### config.mk
export PLATFORM = sky130hd
export DESIGN_NAME = unit_a_ctrl
export DESIGN_NICKNAME = d
export VERILOG_FILES = /design/src/rtl/unit_a_ctrl.sv
export SDC_FILE = /design/constraint.sdc
export NUM_CORES = 1
export LEC_CHECK = 0
export ABC_AREA = 1
export CAP_MARGIN = 20
export CORE_MARGIN = 3
export CORE_UTILIZATION = 58
export CTS_CLUSTER_SIZE = 14
export DETAILED_ROUTE_END_ITERATION = 10
export HOLD_SLACK_MARGIN = 0.12
export PLACE_DENSITY_LB_ADDON = 0.2
export SYNTH_ARGS = -nofsm -noshare
export SYNTH_HDL_FRONTEND = slang
export SYNTH_SLANG_ARGS = --single-unit
### constraint.sdc
create_clock -name clk -period 1.8 [get_ports clk]
set_input_delay 0.27 -clock clk [delete_from_list [all_inputs] [get_ports clk]]
set_output_delay 0.27 -clock clk [all_outputs]
set_load 0.05 [all_outputs]
### src/rtl/unit_a_ctrl.sv
// -----------------------------------------------------------------------------
// unit_a_ctrl
//
// Control sequencer for one convolution unit. For every (depth, filter) pass it
// reads one KxK kernel from weight memory into the weight FIFO, then streams
// the IFM tile into the IFM FIFO. It pulses conv_enable once for each complete
// output window.
//
// Ports
//   clk             clock
//   reset           synchronous, active-high reset
//   start           begin a layer (only sampled in IDLE)
//   ifm_valid       upstream pixel valid this cycle
//   wm_enable_read  weight-memory read strobe
//   wm_address      weight-memory read address
//   wm_fifo_enable  push weight-memory data (1-cycle read latency) into weight FIFO
//   fifo_enable     push upstream pixel into IFM FIFO / pixel accept to upstream
//   conv_enable     convolution core computes the current window
//   busy            layer in progress
//   done            one-cycle pulse after the last pass
// -----------------------------------------------------------------------------
module unit_a_ctrl #(
    parameter int IFM_SIZE          = 5,
    parameter int KERNAL_SIZE       = 5,
    parameter int NUMBER_OF_FILTERS = 160,
    parameter int CEIL_DEPTH        = 8,
    parameter int ADDRESS_SIZE_WM   = $clog2(KERNAL_SIZE*KERNAL_SIZE*NUMBER_OF_FILTERS*CEIL_DEPTH)
) (
    input  logic                       clk,
    input  logic                       reset,
    input  logic                       start,
    input  logic                       ifm_valid,
    output logic                       wm_enable_read,
    output logic [ADDRESS_SIZE_WM-1:0] wm_address,
    output logic                       wm_fifo_enable,
    output logic                       fifo_enable,
    output logic                       conv_enable,
    output logic                       busy,
    output logic                       done
);

    localparam int TAPS  = KERNAL_SIZE * KERNAL_SIZE;
    localparam int TAP_W = (TAPS > 1)              ? $clog2(TAPS)              : 1;
    localparam int PIX_W = (IFM_SIZE > 1)          ? $clog2(IFM_SIZE)          : 1;
    localparam int F_W   = (NUMBER_OF_FILTERS > 1) ? $clog2(NUMBER_OF_FILTERS) : 1;
    localparam int D_W   = (CEIL_DEPTH > 1)        ? $clog2(CEIL_DEPTH)        : 1;

    localparam logic [TAP_W-1:0]           TAP_LAST  = TAP_W'(TAPS - 1);
    localparam logic [TAP_W-1:0]           TAP_ONE   = TAP_W'(1);
    localparam logic [PIX_W-1:0]           PIX_LAST  = PIX_W'(IFM_SIZE - 1);
    localparam logic [PIX_W-1:0]           PIX_KM1   = PIX_W'(KERNAL_SIZE - 1);
    localparam logic [PIX_W-1:0]           PIX_ONE   = PIX_W'(1);
    localparam logic [F_W-1:0]             F_LAST    = F_W'(NUMBER_OF_FILTERS - 1);
    localparam logic [F_W-1:0]             F_ONE     = F_W'(1);
    localparam logic [D_W-1:0]             D_LAST    = D_W'(CEIL_DEPTH - 1);
    localparam logic [D_W-1:0]             D_ONE     = D_W'(1);
    localparam logic [ADDRESS_SIZE_WM-1:0] ADDR_STEP = ADDRESS_SIZE_WM'(1);

    typedef enum logic [1:0] {IDLE, LOAD_W, STREAM, DONE} state_t;

    state_t                     r_state;
    logic [TAP_W-1:0]           r_tap;
    logic [PIX_W-1:0]           r_row;
    logic [PIX_W-1:0]           r_col;
    logic [F_W-1:0]             r_filter;
    logic [D_W-1:0]             r_depth;
    // Next address to issue; the walk is depth-major, filter-minor, tap-minor,
    // which is exactly one running count, so no multiplier is needed.
    logic [ADDRESS_SIZE_WM-1:0] r_rd_ptr;
    logic [ADDRESS_SIZE_WM-1:0] r_wm_address;
    logic                       r_wm_enable_read;
    logic                       r_wm_fifo_enable;
    logic                       r_conv_enable;
    logic                       r_busy;
    logic                       r_done;
    // One extra STREAM cycle after the final pixel of the final pass, so that
    // done lands after the trailing conv_enable rather than on top of it.
    logic                       r_drain;

    logic w_push;
    logic w_window;
    logic w_pass_end;
    logic w_last_pass;

    // Pixel accept is a combinational pass-through of ifm_valid, gated by state.
    assign w_push      = (r_state == STREAM) && !r_drain && ifm_valid;
    assign w_window    = w_push && (r_row >= PIX_KM1) && (r_col >= PIX_KM1);
    assign w_pass_end  = w_push && (r_row == PIX_LAST) && (r_col == PIX_LAST);
    assign w_last_pass = (r_filter == F_LAST) && (r_depth == D_LAST);

    // NOTE: every register below is written with <= so all updates in a cycle
    // see the pre-edge values; mixing in = would make results order-dependent.
    always_ff @(posedge clk) begin
        if (reset) begin
            r_state          <= IDLE;
            r_tap            <= '0;
            r_row            <= '0;
            r_col            <= '0;
            r_filter         <= '0;
            r_depth          <= '0;
            r_rd_ptr         <= '0;
            r_wm_address     <= '0;
            r_wm_enable_read <= 1'b0;
            r_wm_fifo_enable <= 1'b0;
            r_conv_enable    <= 1'b0;
            r_busy           <= 1'b0;
            r_done           <= 1'b0;
            r_drain          <= 1'b0;
        end else begin
            // Weight memory answers one cycle after the read strobe.
            r_wm_fifo_enable <= r_wm_enable_read;
            r_conv_enable    <= w_window;
            r_done           <= 1'b0;

            case (r_state)
                IDLE: begin
                    if (start) begin
                        r_state          <= LOAD_W;
                        r_busy           <= 1'b1;
                        r_wm_enable_read <= 1'b1;
                        r_wm_address     <= r_rd_ptr;
                        r_rd_ptr         <= r_rd_ptr + ADDR_STEP;
                        r_tap            <= '0;
                    end
                end

                LOAD_W: begin
                    if (r_tap == TAP_LAST) begin
                        r_state          <= STREAM;
                        r_wm_enable_read <= 1'b0;
                        r_row            <= '0;
                        r_col            <= '0;
                    end else begin
                        r_tap        <= r_tap + TAP_ONE;
                        r_wm_address <= r_rd_ptr;
                        r_rd_ptr     <= r_rd_ptr + ADDR_STEP;
                    end
                end

                STREAM: begin
                    if (r_drain) begin
                        r_drain <= 1'b0;
                        r_state <= DONE;
                        r_busy  <= 1'b0;
                        r_done  <= 1'b1;
                    end else if (w_push) begin
                        if (r_col == PIX_LAST) begin
                            r_col <= '0;
                            r_row <= (r_row == PIX_LAST) ? '0 : r_row + PIX_ONE;
                        end else begin
                            r_col <= r_col + PIX_ONE;
                        end

                        if (w_pass_end) begin
                            if (w_last_pass) begin
                                r_drain      <= 1'b1;
                                r_filter     <= '0;
                                r_depth      <= '0;
                                r_rd_ptr     <= '0;
                                r_wm_address <= '0;
                            end else begin
                                if (r_filter == F_LAST) begin
                                    r_filter <= '0;
                                    r_depth  <= r_depth + D_ONE;
                                end else begin
                                    r_filter <= r_filter + F_ONE;
                                end
                                // First read of the next kernel overlaps the
                                // trailing conv_enable of this pass.
                                r_state          <= LOAD_W;
                                r_wm_enable_read <= 1'b1;
                                r_wm_address     <= r_rd_ptr;
                                r_rd_ptr         <= r_rd_ptr + ADDR_STEP;
                                r_tap            <= '0;
                            end
                        end
                    end
                end

                DONE: begin
                    r_state <= IDLE;
                end

                default: begin
                    r_state <= IDLE;
                end
            endcase
        end
    end

    assign wm_enable_read = r_wm_enable_read;
    assign wm_address     = r_wm_address;
    assign wm_fifo_enable = r_wm_fifo_enable;
    assign fifo_enable    = w_push;
    assign conv_enable    = r_conv_enable;
    assign busy           = r_busy;
    assign done           = r_done;

endmodule

# Word-level counts from Yosys, hierarchy flattened
# Cells that the tools add are included.
[totals] ff_bits=60
[classes] n_addsub=6 order_cmp=2 eq_ne=20 muxes=56 n_bitwise=2 n_reduce_logical=23
[ops] operator="$mux 15" n=12
[ops] operator="$pmux 15 s3" n=2
[ops] operator="$mux 3" n=10
[ops] operator="$mux 5" n=6
[ops] operator="$mux 8" n=2
[ops] operator="$ne 2x2->1 const B" n=8
[ops] operator="$add 15x1->15 const B" n=1
[ops] operator="$pmux 5 s3" n=1
[ops] operator="$reduce_and 5->1" n=3
[ops] operator="$reduce_and 7->1" n=2
[ops] operator="$mux 1" n=12
[ops] operator="$mux 2" n=6
[ops] operator="$pmux 3 s2" n=2
[ops] operator="$add 3x1->3 const B" n=3
[ops] operator="$eq 3x3->1 const B" n=3
[ops] operator="$ne 3x3->1 const B" n=3
[ops] operator="$add 8x1->8 const B" n=1
[ops] operator="$eq 8x8->1 const B" n=1
[ops] operator="$pmux 2 s4" n=1
[ops] operator="$reduce_and 4->1" n=2
[ops] operator="$logic_and 1x1->1" n=7
[ops] operator="$ge 3x3->1 const B" n=2
[ops] operator="$reduce_and 6->1" n=1
[ops] operator="$reduce_bool 2->1" n=3
[ops] operator="13 further kinds" n=15

# Logic depth before layout (Yosys ltp)
# Gate-level depths: netlist (run 1).
[depth] word_depth=9 mapped_depth=13 mapped_depth_nobuf=13

# Least setup slack after synthesis (run 1)
# Ideal clock, no wire load.
[synth_timing] kind="register to register" start="register r_depth[0]" end="register r_rd_ptr[7]" setup_ns=0.070 arrival_time_ns=1.571 required_ns=1.730 slack_ns=0.159 path_stages_with_launch=11 synth_period_minus_slack_ns=1.641 path_cell_list="dfxtp_1 -> ha_1 -> ha_1 -> nand3_1 -> nor2_1 -> nand3_1 -> clkbuf_1 -> o21ai_0 -> nand2_1 -> nand2_1 -> a21oi_1"
[synth_via] elab_chain_len=7
[synth_rtl] item="start, declared" line="66" source="logic [D_W-1:0] r_depth;"
[synth_rtl] item="start signal, assigned" line="164" source="r_depth <= r_depth + D_ONE;"
[synth_rtl] item="$eq 3x3->1" line="89" source="assign w_last_pass = (r_filter == F_LAST) && (r_depth == D_LAST);"
[synth_rtl] item="$logic_and 1x1->1" line="89"
[synth_rtl] item="$mux 15" line="155" source="if (w_last_pass) begin"
[synth_rtl] item="$mux 15" line="154" source="if (w_pass_end) begin"
[synth_rtl] item="$mux 15" line="146" source="end else if (w_push) begin"
[synth_rtl] item="$mux 15" line="141" source="if (r_drain) begin"
[synth_rtl] item="$pmux 15 s3" line="115" source="case (r_state)"
[synth_rtl] item="end signal, assigned" line="122" source="r_rd_ptr <= r_rd_ptr + ADDR_STEP;"
[synth_rtl] item="end signal, assigned" line="136" source="r_rd_ptr <= r_rd_ptr + ADDR_STEP;"
[synth_rtl] item="end signal, assigned" line="173" source="r_rd_ptr <= r_rd_ptr + ADDR_STEP;"
[synth_rtl] item="end, declared" line="69" source="logic [ADDRESS_SIZE_WM-1:0] r_rd_ptr;"
# No other way between the ends. The select of a mux whose other input is x is not followed.
# A chain may end at the register's enable or synchronous reset.

# Final worst setup path (run 1)
[layout_timing] start="register r_wm_address[6] (netlist: wm_address[6])" end="output port wm_address[6]"
[layout_rtl] item="start, declared" line="70" source="logic [ADDRESS_SIZE_WM-1:0] r_wm_address;"
[layout_rtl] item="start signal, assigned" line="121" source="r_wm_address <= r_rd_ptr;"
[layout_rtl] item="start signal, assigned" line="135" source="r_wm_address <= r_rd_ptr;"
[layout_rtl] item="start signal, assigned" line="172" source="r_wm_address <= r_rd_ptr;"
[layout_rtl] item="end, declared" line="34" source="output logic [ADDRESS_SIZE_WM-1:0] wm_address,"
# No word-level cell between the ends.

==> flow_metrics.env, run 1 <==
export IMPL_outcome="finished, final reports clean"
export IMPL_viasPerCell=5.53
export IMPL_required_ns=1.53
export IMPL_finalMaxSlewViolations=0
export IMPL_cpPeakStageDelay_ns=0.82
export IMPL_via_count=3118
export IMPL_critPathMaxFanout=2
export IMPL_r2r_start="r_row[0]"
export IMPL_core_area_sq_um=4880
export IMPL_antenna_left=0
export IMPL_dp_slack_ns=-0.0646
export IMPL_num_fill_cells=335
export IMPL_max_freq_mhz=570
export IMPL_drc=0
export IMPL_dr_pass1_iters=6
export IMPL_gr_total_overflow=0
export IMPL_ioPinCount=25
export IMPL_path_cells="clkdlybuf4s50_1"
export IMPL_fin_skew_ns=0.00780
export IMPL_worstSetupPathType="register to primary output"
export IMPL_synth_compound_area_share_pct=13.7
export IMPL_crit_family="buffers and inverters"
export IMPL_die_area_sq_um=6110
export IMPL_start_kind="register"
export IMPL_syn_avg_cell_area_sq_um=6.91
export IMPL_crit_buf_inv=1
export IMPL_worst_hold_slack_ns=0.429
export IMPL_maxCapViolCount=0
export IMPL_ir_drop_uv=574
export IMPL_synthMuxAreaShare_pct=0
export IMPL_drive_gt1_share_pct=17.3
export IMPL_yosys_area_share_simple_pct=32.6
export IMPL_tritoncts="yes"
export IMPL_initial_core_util_pct=61.9
export IMPL_gp_congestion=0.894
export IMPL_die_y_microns=78.2
export IMPL_hold_path_class="register to register"
export IMPL_cts_buffers=9
export IMPL_cts_root_buffer="clkbuf_8"
export IMPL_nNetsFinal=506
export IMPL_dp_hpwl_microns=4950
export IMPL_min_period_over_period_pct=97.5
export IMPL_fin_util_pct=79.3
export IMPL_grt_max_degree=21
export IMPL_syn_area_sq_um=3020
export IMPL_yosys_area_share_xor_xnor_pct=2.03
export IMPL_io_buffers=24
export IMPL_dpl_cell_count=540
export IMPL_power_density_nw_per_um2=927
export IMPL_hold_buffers=0
export IMPL_rsz0062_at_grt="true"
export IMPL_instances_no_fill=564
export IMPL_antenna_found_initial=0
export IMPL_cp_end_kind="primary output"
export IMPL_synth_nets=451
export IMPL_fin_ws_ns=0.0446
export IMPL_seq_area_frac_synth_pct=39.8
export IMPL_wl_per_cell_microns=13.8
export IMPL_die_x_microns=78.2
export IMPL_synth_warning_count=0
export IMPL_n_antenna_cell=0
export IMPL_slew_headroom_pct=65.4
export IMPL_ys_types=28
export IMPL_cp_arrival_ns=1.49
export IMPL_htreeDepth=3
export IMPL_clk_latency_ns=0.34
export IMPL_finalHoldViolCount=0
export IMPL_crit_start="wm_address[6]"
export IMPL_wl_microns=7790
export IMPL_total_leakage_power_nw=1.63
export IMPL_tns_ns=0
export IMPL_drtIter0Drc=175
export IMPL_slowest_stage="clkdlybuf4s50_1"
export IMPL_clkSinkCount=60
export IMPL_synth_top_family_by_area="simple AND/OR/NAND/NOR gates"
export IMPL_grt_pass1_vias=2842
export IMPL_clock_path_buffers=2
export IMPL_hp_start="wm_enable_read"
export IMPL_synthAdderAreaFrac_pct=4.14
export IMPL_syn2layout_area_growth_pct=28.1
export IMPL_rows=25
export IMPL_final_cell_mix="nand2_1 (99), dfxtp_1 (58), nor2_1 (51), a21oi_1 (51), nand3_1 (48)"
export IMPL_grt_pass1_wl_microns=12400
export IMPL_finalCriticalPeriod_ns=1.76
export IMPL_grtUsageTotal_pct=25.2
export IMPL_worstMarginPinSlew_ns=0.517
export IMPL_final_common_cell="nand2_1"
export IMPL_clk_pin_slew_worst_paths_ns=0.07
export IMPL_synthCells=437
export IMPL_synth_seq_cells=60
export IMPL_setup_viol=0
sequential cells by signal, indices dropped and copies added, names as in the netlist:
name            flops
r_rd_ptr           15
wm_address         15
r_filter            8
r_tap               5
r_col               3
r_depth             3
r_row               3
r_state             2
busy                1
conv_enable         1
done                1
r_drain             1
wm_enable_read      1
wm_fifo_enable      1
cells by family (layout without fill, tap and decap cells):
kind of cell / after synthesis / after routing
AND/OR/NAND/NOR: 225 / 225
adder cells (fa/ha/maj): 10 / 10
XOR/XNOR: 7 / 7
AO/OA/AOI/OAI: 79 / 79
flip-flops: 60 / 60
buffers and inverters: 56 / 116
Yosys cell counts:
library cell  number  area [sq um]
inv_2              5          18.8
nor2_8             1          20.0
nand3_4            1          17.5
a21oi_1           53           265
nand4_1            3          18.8
nor2_4             2          22.5
o21ai_0           21           105
dfxtp_1           60          1200
buf_1              1          3.75
a211oi_1           2          15.0
a21oi_2            1          8.76
inv_1             37           139
ha_1              10           125
nand3b_1           1          7.51
xor2_1             6          52.6
nand2_2            6          37.5
o211a_1            1          10.0
a41oi_1            1          8.76
buf_6              3          33.8
nand2_1          102           383
and3_1             1          6.26
nor2_1            55           206
buf_2              2          10.0
clkbuf_1           8          30.0
nor3_1             1          5.00
xnor2_1            1          8.76
nor2_2             1          6.26
nand3_1           51           255
metal layers:
layer | vias up | part of all wire, % | global-route usage (%)
met5 | - | 0 | 0
met3 | 16 | 6.9 | 5.50
li1 | 1539 | - | -
met2 | 127 | 46 | 39.3
met4 | 0 | 1.8 | 12.6
met1 | 1436 | 45 | 32.9
power by group:
group / switching [W] / internal (W)
registers: 0.0000647 / 0.00140
logic: 0.000623 / 0.000439
clock network: 0.000534 / 0.000527
total: 0.00122 / 0.00237
cell type report:
cell class	instances	area, sq um	area share [%]
Multi-Input combinational cell	321	1660	42.9
Sequential cell	60	1200	31.1
Timing Repair Buffer	58	596	15.4
Inverter	42	158	4.07
Clock buffer	11	141	3.65
Tap cell	67	83.8	2.17
Clock inverter	5	27.5	0.711
stage by stage:
step / instance area, sq um / total power, W
5_1_grt: 3870 / 0.00376
3_5_place_dp: 3500 / 0.00236
6_report: 3870 / 0.00359
4_1_cts: 3670 / 0.00340
3_3_place_gp: 3500 / 0.00233
2_1_floorplan: 3020 / 0.00208
what timing repair did:
item | CTS | global route
gates cloned | 0 | 2
pin swaps | 0 | 7
resized for setup | 1 | 33
setup endpoints to repair | 1 | 51
buffers inserted | 0 | 6
worst register-to-register path, cell delays in order (launching register included):
cell	delay (ns)
dfxtp_1	0.33
inv_1	0.08
ha_2	0.19
nand2_2	0.09
nor2_4	0.15
inv_2	0.05
nor2_4	0.12
nor2_2	0.08
nor2_8	0.19
buf_12	0.15
nand2_1	0.06
nand2_1	0.07
nand2_1	0.05
nor2_1	0.07
final timing paths:
kind	to	slack, ns	depth (start not counted)
worst min register to register	wm_fifo_enable	0.43	2
worst max-delay path	wm_address[6]	0.04	1
worst min-delay path	wm_fifo_enable	0.43	2
worst max register to register	r_rd_ptr[9]	0.05	13
Note: power is estimated with default switching activity, not from simulation.
==> run 2, diff against run 1 <==
Settings changed: CAP_MARGIN 20 to 10, CORE_UTILIZATION 58 to 52.
Clock period 1.8 ns to 1.55 ns, I/O delays scaled along.
==> run 2 against run 1 <==
The run now ends with setup timing left. Via count increased by 18%. Global-route usage up 2.1 points. Sequential power grew 17%. Total power increased by 35%. Largest cell class unchanged. Critical path type is now register to register. Flip-flop and latch count did not move. Utilization grew 5.0 points. Highest routed layer unchanged.
==> flow_metrics.env, run 2 (synthesized netlist as in run 1, its figures left out) <==
export IMPL_cts_buffers=9
export IMPL_min_period_over_period_pct=113
export IMPL_violations="setup timing"
export IMPL_syn2layout_area_growth_pct=55.5
export IMPL_dp_hpwl_microns=5100
export IMPL_num_fill_cells=286
export IMPL_gr_total_overflow=0
export IMPL_die_x_microns=82.2
export IMPL_start_kind="register"
export IMPL_r2r_slack_ns=-0.20
export IMPL_io_buffers=24
export IMPL_worstSetupPathType="register to register"
export IMPL_stdcell_area_sq_um=4700
export IMPL_clk_pin_slew_worst_paths_ns=0.07
export IMPL_clock_path_buffers=2
export IMPL_antenna_left=0
export IMPL_max_freq_mhz=572
export IMPL_wl_microns=11400
export IMPL_drtIter0Drc=476
export IMPL_rsz0062_at_grt="true"
export IMPL_cp_arrival_ns=1.97
export IMPL_nNetsFinal=549
export IMPL_ioPinCount=25
export IMPL_setup_viol=44
export IMPL_cpPeakStageDelay_ns=0.34
export IMPL_worst_hold_slack_ns=0.434
export IMPL_worstMarginPinSlew_ns=0.394
export IMPL_multi_input_area_sq_um=2130
export IMPL_die_area_sq_um=6760
export IMPL_slowest_stage="dfxtp_2"
export IMPL_r2r_cells=11
export IMPL_drive_gt1_share_pct=43.7
export IMPL_clk_latency_ns=0.34
export IMPL_finalMaxSlewViolations=0
export IMPL_grtUsageTotal_pct=27.2
export IMPL_finalPower_w=0.00485
export IMPL_endpoint="wm_address[13]"
export IMPL_viasPerCell=6.05
export IMPL_antenna_found_initial=0
export IMPL_rows=27
export IMPL_crit_family="simple AND/OR/NAND/NOR gates"
export IMPL_required_ns=1.77
export IMPL_die_y_microns=82.2
export IMPL_instances_no_fill=610
export IMPL_grt_pass1_wl_microns=14100
export IMPL_cts_root_buffer="clkbuf_8"
export IMPL_seqCellArea_sq_um=1220
export IMPL_tritoncts="yes"
export IMPL_r2r_start="r_tap[0]"
export IMPL_final_common_cell="nand2_1"
export IMPL_rr_endpoint="wm_address[13]"
export IMPL_tns_ns=-4.95
export IMPL_total_leakage_power_nw=1.93
export IMPL_slew_headroom_pct=73.7
export IMPL_dpl_cell_count=569
export IMPL_via_count=3693
export IMPL_final_cell_mix="nand2_1 (77), buf_4 (75), dfxtp_1 (47)"
export IMPL_fin_ws_ns=-0.197
export IMPL_cp_end_kind="register"
export IMPL_grt_max_degree=23
export IMPL_hold_path_class="input pin to register"
export IMPL_outcome="finished, violations left"
export IMPL_wl_per_cell_microns=18.7
export IMPL_crit_start="r_tap[0]"
export IMPL_core_area_sq_um=5570
export IMPL_crit_buf_inv=3
export IMPL_clkSinkCount=60
export IMPL_place_area_sq_um=3660
export IMPL_gp_congestion=0.838
export IMPL_initial_core_util_pct=54.2
export IMPL_dr_pass1_iters=5
export IMPL_maxCapViolCount=0
export IMPL_fin_skew_ns=0.0111
export IMPL_ir_drop_uv=1020
export IMPL_critPathMaxFanout=6
export IMPL_finalCriticalPeriod_ns=1.75
export IMPL_htreeDepth=3
export IMPL_finalHoldViolCount=0
export IMPL_drc=0
export IMPL_crit_cells=11
export IMPL_n_antenna_cell=0
export IMPL_grt_pass1_vias=3051
export IMPL_path_cells="inv_2, ha_4, inv_2, nor2_4, nand2_2, nand2_4, a21oi_4, nand2_4, clkbuf_16, nand2_1, a21oi_1"
export IMPL_power_density_nw_per_um2=1030
==> run 2: worst min-delay path by stage <==
stage | from | endpoint | slack (ns) | cells after the start
detailed placement | wm_enable_read | wm_fifo_enable | 0.44 | 2
global route | ifm_valid | conv_enable | 0.45 | 4
CTS | wm_enable_read | wm_fifo_enable | 0.45 | 2
floorplan | start | busy | 0.40 | 2
global placement | wm_enable_read | wm_fifo_enable | 0.43 | 2
finish | ifm_valid | conv_enable | 0.43 | 4
==> run 2: power by group <==
group | internal [W] | total [W] | switching (W)
sequential | 0.00163 | 0.00171 | 0.0000761
combinational | 0.000737 | 0.00180 | 0.00106
clock | 0.000721 | 0.00134 | 0.000621
total | 0.00309 | 0.00485 | 0.00176
==> run 2: final cells by class <==
cell class              count  area share (%)
inverters                  42            3.46
clock inverters             3           0.852
clock buffers              11            2.80
multi-input cells         324            45.3
repair buffers             98            19.7
well taps                  72            1.92
flip-flops and latches     60            26.0
==> run 2: worst reg2reg max path, cell delays in order, from the launching register on <==
cell,delay (ns)
dfxtp_2,0.34
inv_2,0.05
ha_4,0.15
inv_2,0.07
nor2_4,0.04
nand2_2,0.09
nand2_4,0.09
a21oi_4,0.29
nand2_4,0.16
clkbuf_16,0.19
nand2_1,0.07
a21oi_1,0.08
==> run 2: per-layer routing <==
layer	routed length, microns	vias to the layer above	global-route usage, %
met1	4340	1715	35.3
met3	1190	67	4.66
met5	0	-	0
met4	544	0	14.1
met2	5350	284	43.2
li1	-	1627	-
==> run 2: repair_timing <==
| item | CTS | global route |
|---|---|---|
| gates resized for setup | 61 | 101 |
| buffers inserted | 13 | 9 |
| gates cloned | 5 | 1 |
| endpoints found under the setup margin | 48 | 54 |
| pin swaps | 17 | 23 |
| endpoints found under the hold margin | 0 | 0 |
| hold buffers | 0 | 0 |
==> run 2: per-stage QoR <==
stage / utilization [%] / setup slack [ns]
after floorplan: - / 0.00459
after global placement: 65.7 / -0.324
after detailed placement: 65.7 / -0.342
after CTS: 76.5 / -0.0389
after global routing: 84.3 / -0.246
final: 84.3 / -0.197
==> run 3, diff against run 2 <==
Settings changed: CORE_UTILIZATION 52 to 58.
Clock period 1.55 ns to 1.8 ns, I/O delays scaled along.
==> results of run 3 <==
No change in the layout: final DEF, timing and power equal those of run 1.
